[src/rtl/cone_capture_misr.sv]
// Capture stage for an extracted combinational cone: feeds cone_out back as state_q,
// folds every captured value into a MISR and counts disagreements with a golden stream.
module cone_capture_misr #(
  parameter int                N_OUT  = 1,
  parameter int                MISR_W = 16,
  parameter logic [MISR_W-1:0] POLY   = 16'h002D,
  parameter logic [MISR_W-1:0] SEED   = 16'hFFFF,
  parameter int                CNT_W  = 16
) (
  input  logic              CK,
  input  logic              RST,
  input  logic              start,
  input  logic [CNT_W-1:0]  n_cycles,
  input  logic [N_OUT-1:0]  init_state,
  input  logic [N_OUT-1:0]  cone_out,
  input  logic [N_OUT-1:0]  gold_in,
  output logic [N_OUT-1:0]  state_q,
  output logic              busy,
  output logic              done,
  output logic [MISR_W-1:0] signature,
  output logic [7:0]        mismatch_cnt
);

  typedef enum logic [1:0] {S_IDLE, S_RUN, S_DONE} state_t;

  state_t            r_state;
  logic [CNT_W-1:0]  r_cnt;
  logic [N_OUT-1:0]  r_state_q;
  logic              r_busy;
  logic              r_done;
  logic [MISR_W-1:0] r_sig;
  logic [7:0]        r_mm;

  logic [MISR_W-1:0] w_cone_ext;
  logic [MISR_W-1:0] w_sig_next;

  // cone_out zero-extended into the low bits of the signature width
  always_comb begin
    w_cone_ext = '0;
    w_cone_ext[N_OUT-1:0] = cone_out;
  end

  assign w_sig_next = {r_sig[MISR_W-2:0], 1'b0}
                    ^ (r_sig[MISR_W-1] ? POLY : '0)
                    ^ w_cone_ext;

  always_ff @(posedge CK) begin
    if (RST) begin
      r_state   <= S_IDLE;
      r_cnt     <= '0;
      r_state_q <= '0;
      r_busy    <= 1'b0;
      r_done    <= 1'b0;
      r_sig     <= SEED;
      r_mm      <= 8'd0;
    end else begin
      case (r_state)
        S_IDLE: begin
          if (start) begin
            r_state_q <= init_state;
            r_sig     <= SEED;
            r_mm      <= 8'd0;
            r_cnt     <= n_cycles;
            if (n_cycles != '0) begin
              r_state <= S_RUN;
              r_busy  <= 1'b1;
            end else begin
              r_state <= S_DONE;
              r_done  <= 1'b1;
            end
          end
        end
        S_RUN: begin
          r_state_q <= cone_out;
          r_sig     <= w_sig_next;
          if ((cone_out != gold_in) && (r_mm != 8'hFF))
            r_mm <= r_mm + 8'd1;
          // cnt is at least 1 in RUN, so the decrement never wraps
          r_cnt <= r_cnt - 1'b1;
          if (r_cnt == CNT_W'(1)) begin
            r_state <= S_DONE;
            r_busy  <= 1'b0;
            r_done  <= 1'b1;
          end
        end
        S_DONE: begin
          r_done  <= 1'b0;
          r_state <= S_IDLE;
        end
        default: begin
          r_state <= S_IDLE;
          r_busy  <= 1'b0;
          r_done  <= 1'b0;
        end
      endcase
    end
  end

  assign state_q      = r_state_q;
  assign busy         = r_busy;
  assign done         = r_done;
  assign signature    = r_sig;
  assign mismatch_cnt = r_mm;

endmodule

[config.mk]
export PLATFORM = sky130hd
export DESIGN_NAME = cone_capture_misr
export DESIGN_NICKNAME = d
export VERILOG_FILES = /design/src/rtl/cone_capture_misr.sv
export SDC_FILE = /design/constraint.sdc
export NUM_CORES = 1
export LEC_CHECK = 0
export BUFFER_PORTS_ARGS = -buffer_cell sky130_fd_sc_hd__buf_4
export CAP_MARGIN = 20
export CORE_UTILIZATION = 58
export CTS_BUF_LIST = sky130_fd_sc_hd__clkbuf_8 sky130_fd_sc_hd__clkbuf_16
export DETAILED_ROUTE_END_ITERATION = 12
export HOLD_SLACK_MARGIN = 0.1
export PLACE_DENSITY = 0.88
export SYNTH_ARGS = -nofsm -noshare
export SYNTH_HDL_FRONTEND = slang
export SYNTH_SLANG_ARGS = --single-unit
export TNS_END_PERCENT = 1
[constraint.sdc]
create_clock -name CK -period 5.1 [get_ports CK]
set_clock_uncertainty 0.2 [all_clocks]
set_input_delay 0.255 -clock CK [delete_from_list [all_inputs] [get_ports CK]]
set_output_delay 0.255 -clock CK [all_outputs]
set_load 0.03 [all_outputs]
==> metrics <==
outcome complete, no violations; vias 2217; slew margin rel. between 40% and 50%; NumNets Final roughly 330; CTS clk-pin slew, worst paths ~0.1 ns; dominant synthesized flop cell dfxtp_1; CORE AREA approximately 3700 sq um; maximum fanout along the worst path 32; Sequential Power Share 50.5%; max-slew violation count 0; Max Root-Sink Buffers 2; syn_area_per_cell roughly 8.6 sq um; Clock Tree Root clkbuf_8; drt drc 0; Sw Ratio a little under a third; Pint ~0.54 mW; H-tree depth 2; main combinational cell family by area after synthesis compound AO/OA/AOI/OAI gates; Final Util approximately 76%; WP data required between 5 and 6 ns; top cells by area, synth dfxtp_1 (41%), o22ai_1 (5.1%), nand2_1 (4.8%); filler cell count around 270; xor/xnor share of the synthesized area 4.363%; IO Port Bufs between 40 and 50; DR iter-0 viols around 220; vias in the first global route 1944; Post-Synth Simple-Gate Area a little under a quarter; Detailed Route WL between 5 and 6 mm; length of the first detailed-routing pass in iterations 7; first-pass GRT wire length between 8 and 9 mm; Fmax about 390 MHz; final hold violations 0; R2R Setup Slk approximately 2.6 ns; ANT cells 0; Synth Area in Adders roughly 1.7%; DR vias/cell just over 6; starting density of the core 60.32%; total track usage ~28%; share of layout cells above drive strength 1 a little over a fifth; Cells after Synth roughly 260; RSZ-0062 raised after global routing false; Crit Path Class reg2reg; Max-Cap Viols 0; clock sink count 45; post-CTS sizing 0; post-synthesis compound-gate area fraction approximately 25%; Congestion Overflow GR 0; Psw about 0.25 mW; YS warnings 0; Tmin final approximately 2.5 ns; largest net degree at the start of global routing 33; pwr dens ~290 nW/um^2; initial antenna violation count 0; dominant cell type by area after synthesis dfxtp_1; Antenna Nets Post-Route 0; Slew @ Worst Pin 0.8962 ns; Seq/Total Area, Yosys around 41%; Routed WL per cell between 15 and 20 microns; crit end category flip-flop; Yosys top cell area share between 40% and 50%; Clock power frac between 20 and 30%; critical path arrival approximately 2.6 ns; IO Pins 49; syn nets about 280; final setup TNS 0 ns; Cell Rows 22; routability congestion estimate around 0.86; asr flop ratio synth 0%; Pleak 1.008 nW; mux cell area share after synthesis less than 1%; CTS Buf Count 5; synth-to-layout area growth 25.38%; total die area 4058 sq um; synth unique cells 49; worst ir drop on vdd roughly 220 uV; EDFF count, synth 0; Yosys reg bits 45; Setup-failing EPs final 0; DP HPWL 3.745 mm; die width between 60 and 70 microns; Gate power share 20.7%; worst hold path type in2reg; Mapped Area approximately 2200 sq um; startpoint type of the worst setup path flip-flop; final period utilization around 50%; clk_lat worst skew approximately 0.31 ns; Die Y approximately 64 microns; CTS tree built
## state kept, by name, indices dropped and copies added, names as in the netlist
signal,flops
busy,1
r_cnt,16
done,1
mismatch_cnt,8
state_q,1
signature,16
r_state,2
## cells in the mapped netlist (2+ instances only)
cell and count:
a211oi_1 6, or4_1 2, ha_1 3, a21oi_1 13
nand2b_1 3, o21bai_1 3, nand3_1 6, nand4b_1 2
o22ai_1 18, clkbuf_1 14, o211ai_1 4, dfxtp_1 45
nor4_1 4, and3_1 2, nand2_1 28, o2111a_1 2
a311oi_1 2, buf_2 3, nand4_1 7, nor3_1 7
nor2b_1 3, a221oi_1 3, or3_1 6, nor4_4 2
o221ai_1 3, inv_1 6, a32oi_1 3, o21ai_0 10
nor2_1 17, xor2_1 11, o31ai_1 2
## final timing paths
kind / startpoint / cells past startpoint / endpoint
hold / removal: n_cycles[1] / 3 / r_cnt[1]
setup reg to reg: r_state[0] / 4 / state_q
hold reg to reg: done / 2 / done
setup / recovery: r_state[0] / 4 / state_q
## timing repair
item / CTS / global route
endpoints found under the hold margin: 18 / 0
hold buffers: 11 / 0
buffers inserted: 0 / 0
## per-stage QoR
step	power, mW	hold WS (ns)	instance area, sq um	cells	setup slack (ns)
after floorplan	0.5127	0.1280	2208	258	3.107
after global placement	0.5585	0.2707	2569	338	2.877
after detailed placement	0.5620	0.2823	2569	338	2.799
after CTS	0.7957	0.1279	2769	357	2.605
after global routing	0.8275	0.1470	2769	357	2.277
final	0.7930	0.1315	2769	357	2.564
## critical path: stages, from the launching register on
cell,delay (ns)
dfxtp_1,0.70
o21ba_2,0.67
nor2_1,0.09
a311oi_1,0.25
dlygate4sd3_1,0.57
## power groups by stage
stage	Combinational, mW	Sequential, mW	Clock, mW
after floorplan	0.102	0.411	0
after global placement	0.151	0.407	0
after detailed placement	0.154	0.408	0
after CTS	0.162	0.400	0.234
after global routing	0.179	0.404	0.244
final	0.164	0.401	0.229
## routing by layer
metal	share of wire (%)	global-route usage, %	up-vias
li1	-	-	1071
met1	45	38.08	1056
met2	48	44.28	85
met3	5.6	6.522	5
met4	1.2	10.80	0
met5	0	0	-
## layout by cell type (no fill, tap or decap), types with 4 or more instances in the layout
cell type / netlist / final
nor2_1: 17 / 17
a211oi_1: 6 / 6
xor2_1: 11 / 11
or3_1: 6 / 6
buf_4: 0 / 49
nand3_1: 6 / 6
a21oi_1: 13 / 13
nor4_1: 4 / 4
o22ai_1: 18 / 18
o21ai_0: 10 / 10
o211ai_1: 4 / 4
inv_1: 6 / 6
nor3_1: 7 / 7
dlygate4sd3_1: 0 / 11
nand4_1: 7 / 7
nand2_1: 28 / 28
clkbuf_8: 0 / 5
dfxtp_1: 45 / 45
## logic make-up after synthesis
kind of cell | after synthesis
adder cells (fa/ha/maj) | 3
buffers and inverters | 24
multiplexers | 1
XOR/XNOR | 11
AO/OA/AOI/OAI | 79
AND/OR/NAND/NOR | 95
flip-flops | 45
## layout make-up
class	instances	area, sq um	share of cell area, %
clock inverter	3	21.27	0.7682
timing repair buffer	60	478.0	17.26
clock buffer	5	68.82	2.485
sequential	45	900.9	32.53
inverter	7	26.28	0.9489
tap	48	60.06	2.169
multi-input combinational	189	1214	43.83
Note: power is estimated with default switching activity, not from simulation.
